## src/rtl/cl_sde_res_pack_if.sv

```systemverilog
// Result-in / AXI-Stream-out bundle of the SDE result packer.
// master = packer side (drives res_ready and ots_*), slave = neighbours (drive res_* and ots_ready).
interface cl_sde_res_pack_if #(
  parameter int unsigned SW = 160
);
  logic          res_valid;
  logic          res_ready;
  logic [SW-1:0] res_data;

  logic          ots_valid;
  logic [511:0]  ots_data;
  logic [63:0]   ots_keep;
  logic [63:0]   ots_user;
  logic          ots_last;
  logic          ots_ready;

  modport master (
    input  res_valid, res_data, ots_ready,
    output res_ready, ots_valid, ots_data, ots_keep, ots_user, ots_last
  );

  modport slave (
    output res_valid, res_data, ots_ready,
    input  res_ready, ots_valid, ots_data, ots_keep, ots_user, ots_last
  );
endinterface

```

## src/rtl/cl_sde_res_pack.sv

```systemverilog
// Packs classifier results (NUM_CLASSES signed scores each) into 512-bit AXI-Stream beats.
// Build option CL_SDE_RES_ARGMAX_EN adds per-slot argmax tagging in ots_user.
module cl_sde_res_pack #(
  parameter int unsigned NUM_CLASSES  = 10,
  parameter int unsigned SCORE_W      = 16,
  parameter int unsigned RES_PER_BEAT = 3,
  parameter int unsigned BATCH_LEN    = 8,
  parameter int unsigned FLUSH_CYCLES = 1024
) (
  input logic               clk,
  input logic               rst,
  cl_sde_res_pack_if.master bus
);
  localparam int unsigned SW         = NUM_CLASSES * SCORE_W;
  localparam int unsigned DATA_W     = 512;
  localparam int unsigned KEEP_W     = DATA_W / 8;
  localparam int unsigned USER_W     = 64;
  localparam int unsigned SLOT_BYTES = (SW + 7) / 8;
  localparam int unsigned TAG_W      = 7;
  localparam int unsigned CNT_W      = $clog2(RES_PER_BEAT + 1);
  localparam int unsigned BCNT_W     = $clog2(BATCH_LEN + 1);
  localparam int unsigned TMR_W      = $clog2(FLUSH_CYCLES + 1);

  if (RES_PER_BEAT * SW > DATA_W || FLUSH_CYCLES < 1 || BATCH_LEN < 1) begin : g_bad_cfg
    $error("cl_sde_res_pack: illegal parameter combination");
  end

  typedef enum logic {FILL, HOLD} state_t;

  state_t                state_q, state_d;
  logic                  res_ready_q;
  logic [CNT_W-1:0]      cnt_q, cnt_d;
  logic [BCNT_W-1:0]     bcnt_q, bcnt_d;
  logic [TMR_W-1:0]      tmr_q, tmr_d;
  logic                  lastp_q, lastp_d;
  logic                  acc_c, close_c, load_c;

  logic [SW-1:0]         slot_q [RES_PER_BEAT];

  logic                  ots_valid_q, ots_last_q;
  logic [DATA_W-1:0]     ots_data_q, pk_data_c;
  logic [KEEP_W-1:0]     ots_keep_q, pk_keep_c;
  logic [USER_W-1:0]     ots_user_q, pk_user_c;

  // res_ready_q is only high in FILL, so it alone qualifies an accept
  assign acc_c = bus.res_valid & res_ready_q;

`ifdef CL_SDE_RES_ARGMAX_EN
  localparam int unsigned IDX_W = (NUM_CLASSES > 1) ? $clog2(NUM_CLASSES) : 1;

  logic signed [SCORE_W-1:0] best_c, score_c;
  logic [IDX_W-1:0]          best_idx_c;
  logic [TAG_W-1:0]          tag_q [RES_PER_BEAT];

  // Strict '>' keeps the lowest index on ties
  always_comb begin
    best_c     = $signed(bus.res_data[SCORE_W-1:0]);
    best_idx_c = '0;
    score_c    = '0;
    for (int k = 1; k < NUM_CLASSES; k++) begin
      score_c = $signed(bus.res_data[k*SCORE_W +: SCORE_W]);
      if (score_c > best_c) begin
        best_c     = score_c;
        best_idx_c = IDX_W'(k);
      end
    end
  end

  always_ff @(posedge clk or posedge rst) begin
    if (rst) begin
      for (int i = 0; i < RES_PER_BEAT; i++) tag_q[i] <= '0;
    end else if (acc_c) begin
      for (int i = 0; i < RES_PER_BEAT; i++)
        if (cnt_q == CNT_W'(i)) tag_q[i] <= TAG_W'(best_idx_c);
    end
  end
`endif

  // Assembly buffer slots
  always_ff @(posedge clk or posedge rst) begin
    if (rst) begin
      for (int i = 0; i < RES_PER_BEAT; i++) slot_q[i] <= '0;
    end else if (acc_c) begin
      for (int i = 0; i < RES_PER_BEAT; i++)
        if (cnt_q == CNT_W'(i)) slot_q[i] <= bus.res_data;
    end
  end

  // Beat image of the filled slots; empty slots stay zero
  always_comb begin
    pk_data_c = '0;
    pk_keep_c = '0;
    pk_user_c = '0;
    for (int i = 0; i < RES_PER_BEAT; i++) begin
      if (CNT_W'(i) < cnt_q) begin
        pk_data_c[i*SW +: SW]                 = slot_q[i];
        pk_keep_c[i*SLOT_BYTES +: SLOT_BYTES] = '1;
`ifdef CL_SDE_RES_ARGMAX_EN
        pk_user_c[i*8 +: 8]                   = {1'b1, tag_q[i]};
`else
        pk_user_c[i*8 +: 8]                   = {1'b1, TAG_W'(0)};
`endif
      end
    end
  end

  // Next-state: fill/close decisions in FILL, hand-off to O in HOLD
  always_comb begin
    state_d = state_q;
    cnt_d   = cnt_q;
    bcnt_d  = bcnt_q;
    tmr_d   = tmr_q;
    lastp_d = lastp_q;
    close_c = 1'b0;
    load_c  = 1'b0;
    case (state_q)
      FILL: begin
        if (acc_c) begin
          cnt_d = cnt_q + CNT_W'(1);
          tmr_d = '0;
          if (bcnt_q == BCNT_W'(BATCH_LEN - 1)) begin
            bcnt_d  = '0;
            lastp_d = 1'b1;
            close_c = 1'b1;
          end else begin
            bcnt_d = bcnt_q + BCNT_W'(1);
          end
          if (cnt_q == CNT_W'(RES_PER_BEAT - 1)) close_c = 1'b1;
        end else if (cnt_q != '0) begin
          if (tmr_q == TMR_W'(FLUSH_CYCLES - 1)) begin
            bcnt_d  = '0;
            lastp_d = 1'b1;
            close_c = 1'b1;
          end else begin
            tmr_d = tmr_q + TMR_W'(1);
          end
        end
        if (close_c) begin
          state_d = HOLD;
          tmr_d   = '0;
        end
      end
      HOLD: begin
        if (!ots_valid_q || bus.ots_ready) begin
          state_d = FILL;
          load_c  = 1'b1;
          cnt_d   = '0;
          lastp_d = 1'b0;
        end
      end
      default: state_d = FILL;
    endcase
  end

  always_ff @(posedge clk or posedge rst) begin
    if (rst) begin
      state_q     <= FILL;
      res_ready_q <= 1'b0;
      cnt_q       <= '0;
      bcnt_q      <= '0;
      tmr_q       <= '0;
      lastp_q     <= 1'b0;
    end else begin
      state_q     <= state_d;
      res_ready_q <= (state_d == FILL);
      cnt_q       <= cnt_d;
      bcnt_q      <= bcnt_d;
      tmr_q       <= tmr_d;
      lastp_q     <= lastp_d;
    end
  end

  // Output register O: loaded from A on hand-off, held until consumed
  always_ff @(posedge clk or posedge rst) begin
    if (rst) begin
      ots_valid_q <= 1'b0;
      ots_last_q  <= 1'b0;
      ots_data_q  <= '0;
      ots_keep_q  <= '0;
      ots_user_q  <= '0;
    end else if (load_c) begin
      ots_valid_q <= 1'b1;
      ots_last_q  <= lastp_q;
      ots_data_q  <= pk_data_c;
      ots_keep_q  <= pk_keep_c;
      ots_user_q  <= pk_user_c;
    end else if (bus.ots_ready) begin
      ots_valid_q <= 1'b0;
      ots_last_q  <= 1'b0;
    end
  end

  assign bus.res_ready = res_ready_q;
  assign bus.ots_valid = ots_valid_q;
  assign bus.ots_last  = ots_last_q;
  assign bus.ots_data  = ots_data_q;
  assign bus.ots_keep  = ots_keep_q;
  assign bus.ots_user  = ots_user_q;

endmodule

```

## src/flat_wrapper.sv

```systemverilog
// flat-port wrapper written by rule: the top's interface ports become plain ports
module cl_sde_res_pack_flat 
#(
  parameter int unsigned NUM_CLASSES  = 10,
  parameter int unsigned SCORE_W      = 16,
  parameter int unsigned RES_PER_BEAT = 3,
  parameter int unsigned BATCH_LEN    = 8,
  parameter int unsigned FLUSH_CYCLES = 1024
)
  (clk, rst, bus_res_valid, bus_res_data, bus_ots_ready, bus_res_ready, bus_ots_valid, bus_ots_data, bus_ots_keep, bus_ots_user, bus_ots_last);
  cl_sde_res_pack_if bus_i ();
  input logic clk;
  input logic rst;
  input wire logic [$bits(bus_i.res_valid)-1:0] bus_res_valid;
  input wire logic [$bits(bus_i.res_data)-1:0] bus_res_data;
  input wire logic [$bits(bus_i.ots_ready)-1:0] bus_ots_ready;
  output wire logic [$bits(bus_i.res_ready)-1:0] bus_res_ready;
  output wire logic [$bits(bus_i.ots_valid)-1:0] bus_ots_valid;
  output wire logic [$bits(bus_i.ots_data)-1:0] bus_ots_data;
  output wire logic [$bits(bus_i.ots_keep)-1:0] bus_ots_keep;
  output wire logic [$bits(bus_i.ots_user)-1:0] bus_ots_user;
  output wire logic [$bits(bus_i.ots_last)-1:0] bus_ots_last;
  assign bus_i.res_valid = bus_res_valid;
  assign bus_i.res_data = bus_res_data;
  assign bus_i.ots_ready = bus_ots_ready;
  assign bus_res_ready = bus_i.res_ready;
  assign bus_ots_valid = bus_i.ots_valid;
  assign bus_ots_data = bus_i.ots_data;
  assign bus_ots_keep = bus_i.ots_keep;
  assign bus_ots_user = bus_i.ots_user;
  assign bus_ots_last = bus_i.ots_last;
  cl_sde_res_pack #(.NUM_CLASSES(NUM_CLASSES), .SCORE_W(SCORE_W), .RES_PER_BEAT(RES_PER_BEAT), .BATCH_LEN(BATCH_LEN), .FLUSH_CYCLES(FLUSH_CYCLES)) u_core (.clk(clk), .rst(rst), .bus(bus_i));
endmodule
```

## config.mk

```make
export PLATFORM = sky130hd
export DESIGN_NAME = cl_sde_res_pack_flat
export DESIGN_NICKNAME = d
export VERILOG_FILES = /design/src/rtl/cl_sde_res_pack_if.sv /design/src/rtl/cl_sde_res_pack.sv /design/src/flat_wrapper.sv
export SDC_FILE = /design/constraint.sdc
export NUM_CORES = 2
export LEC_CHECK = 0
export CAP_MARGIN = 40
export CORE_AREA = 3 3 316 318
export CTS_CLUSTER_DIAMETER = 150
export DETAILED_ROUTE_END_ITERATION = 16
export DIE_AREA = 0 0 319 321
export GPL_ROUTABILITY_DRIVEN = 0
export PLACE_DENSITY_LB_ADDON = 0.1
export SYNTH_ARGS = -nofsm -noshare
export SYNTH_HDL_FRONTEND = slang
export SYNTH_SLANG_ARGS = --single-unit
```

## constraint.sdc

```tcl
create_clock -name clk -period 43.7 [get_ports clk]
set_clock_uncertainty 0.2 [all_clocks]
set_input_delay 8.74 -clock clk [delete_from_list [all_inputs] [get_ports clk]]
set_output_delay 8.74 -clock clk [all_outputs]
set_load 0.005 [all_outputs]
```

* After elaboration in Yosys (flattened, before gate mapping)
Index checks and enable logic that the tools add are counted.
** Word-level totals
- Flip-flop bits (word level) :: 1066
- Bits in latches :: 0
- RAM bits :: 0
- Bits in read-only memories :: 0
- Input bits :: 164
- Memories :: 0
** Operators by class
- $add $sub $neg :: 3
- Multipliers :: 0
- Divide/modulo/power cells :: 0
- Magnitude comparators :: 3
- Equal/unequal tests :: 10
- Shift operators :: 0
- Mux-type cells :: 40
- Bitwise logic cells :: 3
- Reduce and logical (&&, ||, !) cells :: 15
** Operators by type and width (number)
- $mux 160 :: 3
- $mux 20 :: 3
- $mux 11 :: 4
- $mux 8 :: 3
- $mux 1 :: 18
- $mux 4 :: 4
- $add 11x1->11 const B :: 1
- $eq 11x10->1 const B :: 1
- $reduce_and 2->1 :: 4
- $reduce_bool 2->1 :: 4
- $ne 3x1->1 const B :: 2
- $reduce_and 3->1 :: 2
- $add 4x1->4 const B :: 1
- $eq 4x3->1 const B :: 1
- $lt 1x2->1 const A :: 2
- $mux 2 :: 2
- $pmux 1 s2 :: 2
- $pmux 2 s2 :: 1
- $reduce_and 4->1 :: 1
- $ne 3x2->1 const B :: 1
- $ne 3x3->1 const B :: 1
- $reduce_bool 3->1 :: 1
- $add 2x1->2 const B :: 1
- $eq 2x1->1 const B :: 1
- 9 further kinds :: 10

* Logic depth before layout (Yosys ltp)
- Depth in word-level cells :: 8
- Gate-level depth with buffers :: 9

* Worst setup path before layout
Ideal clock, no wire load.
- Kind :: in2reg
- From :: in bus_res_valid
- To :: reg u_core.slot_q[30] (netlist bit)
- Arrival :: 9862 ps
- Required time :: 43375 ps
- Path slack :: 33513 ps
- Stages on the path :: 6
- Buffers on the path :: 3
- Path through :: and2_1 -> buf_4 -> nand2_1 -> buf_2 -> buf_4 -> mux2_2
** On the way
- Longest elaborated chain between the ends :: 2
** RTL lines
- start, declared :: RTL line flat_wrapper.sv:14 : input wire logic [$bits(bus_i.res_valid)-1:0] bus_res_valid;
- $and 1x1->1 :: RTL line cl_sde_res_pack.sv:46 : assign acc_c = bus.res_valid & res_ready_q;
- $reduce_and 2->1 (no line)
- end signal, assigned by index :: RTL line cl_sde_res_pack.sv:85 : if (cnt_q == CNT_W'(i)) slot_q[i] <= bus.res_data;
- end, declared :: RTL line cl_sde_res_pack.sv:38 : logic [SW-1:0] slot_q [RES_PER_BEAT];
No other way between the ends.
A chain may end at the register's enable or synchronous reset.

* Worst setup path in the final report
- From :: in bus_ots_ready
- To :: reg u_core.ots_data_q[129] (netlist: u_core.bus.ots_data[129])
** On the way
- Longest elaborated chain between the ends :: 3
** RTL lines
- start, declared :: RTL line flat_wrapper.sv:16 : input wire logic [$bits(bus_i.ots_ready)-1:0] bus_ots_ready;
- $logic_or 1x1->1 :: RTL line cl_sde_res_pack.sv:144 : if (!ots_valid_q || bus.ots_ready) begin
- $mux 1 :: RTL line cl_sde_res_pack.sv:144
- $mux 1 :: RTL line cl_sde_res_pack.sv:116 : case (state_q)
- end signal, assigned :: RTL line cl_sde_res_pack.sv:184 : ots_data_q <= pk_data_c;
- end, declared :: RTL line cl_sde_res_pack.sv:41 : logic [DATA_W-1:0] ots_data_q, pk_data_c;
No other way between the ends.

==> flow_metrics.tcl <==
set metrics [dict create \
    drtIter0Drc 1457 \
    finalNetCount 4140 \
    post_cts_buffers 0 \
    yosys.area.top_type_share 0.632 \
    drc 0 \
    finalMaxSlewViolations 0 \
    finalWorstPathRequiredPeriod_ns 12.30 \
    clock_latency_ns 0.68 \
    crit_arrival_ns 12.63 \
    coreArea_mm2 0.0969 \
    cp_num_buf_inv 6 \
    cp_slowest_cell "nand2_4" \
    cts_made_buffers 106 \
    first_global_vias 26314 \
    syn_avg_cell_area_um2 11.5 \
    dr_total_vias 26272 \
    path_clk_slew_ns 0.06 \
    grt_pass1_wl_um 171000 \
    antenna_found_initial 14 \
    dp_hpwl_um 71900 \
    final_core_util 0.517 \
    routedWlPerCell_um 21.0 \
    grt_max_degree 236 \
    top_level_ports 807 \
    relSlewSlack 0.136 \
    cellLeakagePower_nw 23.3 \
    worst_pin_slew_ns 1.30 \
    fmax_ghz 0.0813 \
    synth_most_common_cell "dfrtp_1" \
    power_density_mw_per_mm2 70.4 \
    cts-root-buf "clkbuf_16" \
    totalWireLength_um 112000 \
    h-tree-depth 3 \
    drtPass1Iterations 5 \
    fin_ws_ns 31.40 \
    worstPathRequired_ns 44.03 \
    cts_resized 0 \
    synthTopCellsByArea "dfrtp_1 63%, mux2_2 9.4%, nand2_1 9.4%" \
    synth_commonest_cells "985 x dfrtp_1, 979 x nand2_1, 327 x mux2_2" \
    synth-async-reset-ratio 1.00 \
    crit_type "primary input to register" \
    pre_cts_ws_ns 30.68 \
    final-hold-violation-count 0 \
    synth_enable_flop_cells 0 \
    ys_ff_latch 985 \
    rsz0062_at_grt "false" \
    hp-class "register to register" \
    cts_tree "yes" \
    synth_ff_type "dfrtp_1" \
    clock_sinks 985 \
    die_w_um 319 \
    whs_ns 0.261 \
    ant_nets 0 \
    yosys_warnings 0 \
    track_usage 0.216 \
    setup_viol 0 \
    synth_area_mm2 0.0390 \
    yosysSeqAreaShare 0.632 \
    vias_per_cell 4.92 \
    grt-ovfl-total 0 \
    max-cap-violations 0 \
    timing.critical_path.max_delay_family "buffers and inverters" \
    io_buffers 709 \
    start_kind "primary input" \
    start_util 0.402 \
    ir_worst_vdd_mv 0.0427 \
    path_cells "clkdlybuf4s50_1, nand2b_1, nand2_4, buf_4, buf_12, buf_4, buf_4, buf_16, o21ai_0" \
    synth_cell_types 41 \
    cp-end-kind "register" \
    fp.dieH_um 321 \
    final_layout_size_suffix_gt1_frac 0.137 \
    fin_crit_sh 0.281 \
    power.total_mw 3.53 \
    syn_inst 3385 \
    cpPeakStageDelay_ns 0.64 \
    tns_ns 0 \
    synth_top_area_cell "dfrtp_1" \
    fillCellCount 8760 \
    die_area_mm2 0.102 \
    outcome "finished, final reports clean" \
    area_growth_pct 28.6 \
    crit_top_cell "buf_4" \
    worstPathMaxFanout 78 \
    clk_path_buf_depth 3 \
    num_rows 114 \
    cts-hold-fix-buffers 0 \
]
-- tightest hold or removal path, stage by stage, from the launching register on --
cell and delay, ns:
dfrtp_1 0.34, nand2_1 0.05, nand2_1 0.05
-- area by class of cell --
class / instances / area, µm² / area share
Inverter: 9 / 46.3 / 0.000924
Sequential cell: 985 / 24700 / 0.492
Tap cell: 1276 / 1600 / 0.0319
Clock buffer: 160 / 3160 / 0.0630
Multi-Input combinational cell: 2114 / 12400 / 0.248
Clock inverter: 31 / 360 / 0.00719
Antenna cell: 13 / 32.5 / 0.000649
Timing Repair Buffer: 755 / 7820 / 0.156
-- cells in the final DEF, fill, tap and decap left out, types with 4 or more instances in the layout --
| master | n |
|---|---|
| a31oi_1 | 6 |
| buf_4 | 24 |
| nand2_1 | 976 |
| mux2_2 | 327 |
| buf_16 | 13 |
| diode_2 | 13 |
| o21ai_1 | 4 |
| ha_1 | 4 |
| clkbuf_8 | 30 |
| conb_1 | 97 |
| o21ai_0 | 171 |
| nor2_1 | 6 |
| inv_1 | 7 |
| bufinv_16 | 4 |
| mux2_1 | 154 |
| clkbuf_1 | 24 |
| clkdlybuf4s50_1 | 709 |
| clkbuf_16 | 106 |
| inv_6 | 4 |
| dfrtp_1 | 984 |
| clkinv_2 | 15 |
| buf_12 | 9 |
| nand3_1 | 325 |
| clkinvlp_4 | 4 |
-- metal layers --
| metal | vias up | track usage | wire length, µm |
|---|---|---|---|
| li1 | 12146 | - | - |
| met2 | 641 | 0.344 | 53100 |
| met3 | 154 | 0.0630 | 7810 |
| met1 | 13331 | 0.280 | 47800 |
| met4 | 0 | 0.0812 | 3490 |
| met5 | - | 0 | 0 |
-- logic make-up after synthesis --
| kind of cell | after synthesis | share of synthesized area |
|---|---|---|
| AND/OR/NAND/NOR | 1331 | 0.141 |
| XOR/XNOR | 1 | 0.000225 |
| adder cells (fa/ha/maj) | 5 | 0.00161 |
| AO/OA/AOI/OAI | 199 | 0.0276 |
| buffers and inverters | 382 | 0.0585 |
| multiplexers | 481 | 0.139 |
| flip-flops | 985 | 0.632 |
| other | 1 | 0.0000962 |
-- power by group --
part           leakage, nW  internal (mW)  switching (mW)  total (mW)
combinational         9.00          0.574           0.547        1.12
sequential            12.6           1.29           0.225        1.51
clock                 1.72          0.522           0.373       0.895
-- worst paths after layout --
path	start	end	slack [ns]	cells after the start
worst max-delay path	bus_ots_ready	u_core.bus.ots_data[129]	31.40	9
worst min-delay path	u_core.bus.ots_data[242]	u_core.bus.ots_data[242]	0.26	2
worst max register to register	u_core.cnt_q[1]	u_core.slot_q[391]	39.45	6
worst min register to register	u_core.bus.ots_data[242]	u_core.bus.ots_data[242]	0.26	2
max in group asynchronous	rst	u_core.slot_q[417]	31.75	8
min in group asynchronous	rst	u_core.slot_q[116]	8.22	2
-- state kept, by name, summed over array words and instances (netlist names) --
signal and cells:
u_core.lastp_q 1, u_core.bus.ots_keep 3, u_core.bus.ots_data 480, u_core.cnt_q 2
u_core.bus.ots_last 1, u_core.bus.ots_valid 1, u_core.tmr_q 11, u_core.state_q 1
u_core.bus.res_ready 1, u_core.slot_q 480, u_core.bcnt_q 4
-- through the flow --
| stage | cell area, µm² | std cells |
|---|---|---|
| 2_1_floorplan | 39300 | 3481 |
| 3_3_place_gp | 46100 | 5122 |
| 3_5_place_dp | 46600 | 5139 |
| 4_1_cts | 50100 | 5330 |
| 5_1_grt | 50100 | 5338 |
| 6_report | 50100 | 5343 |
Note: power is estimated with default switching activity, not from simulation.
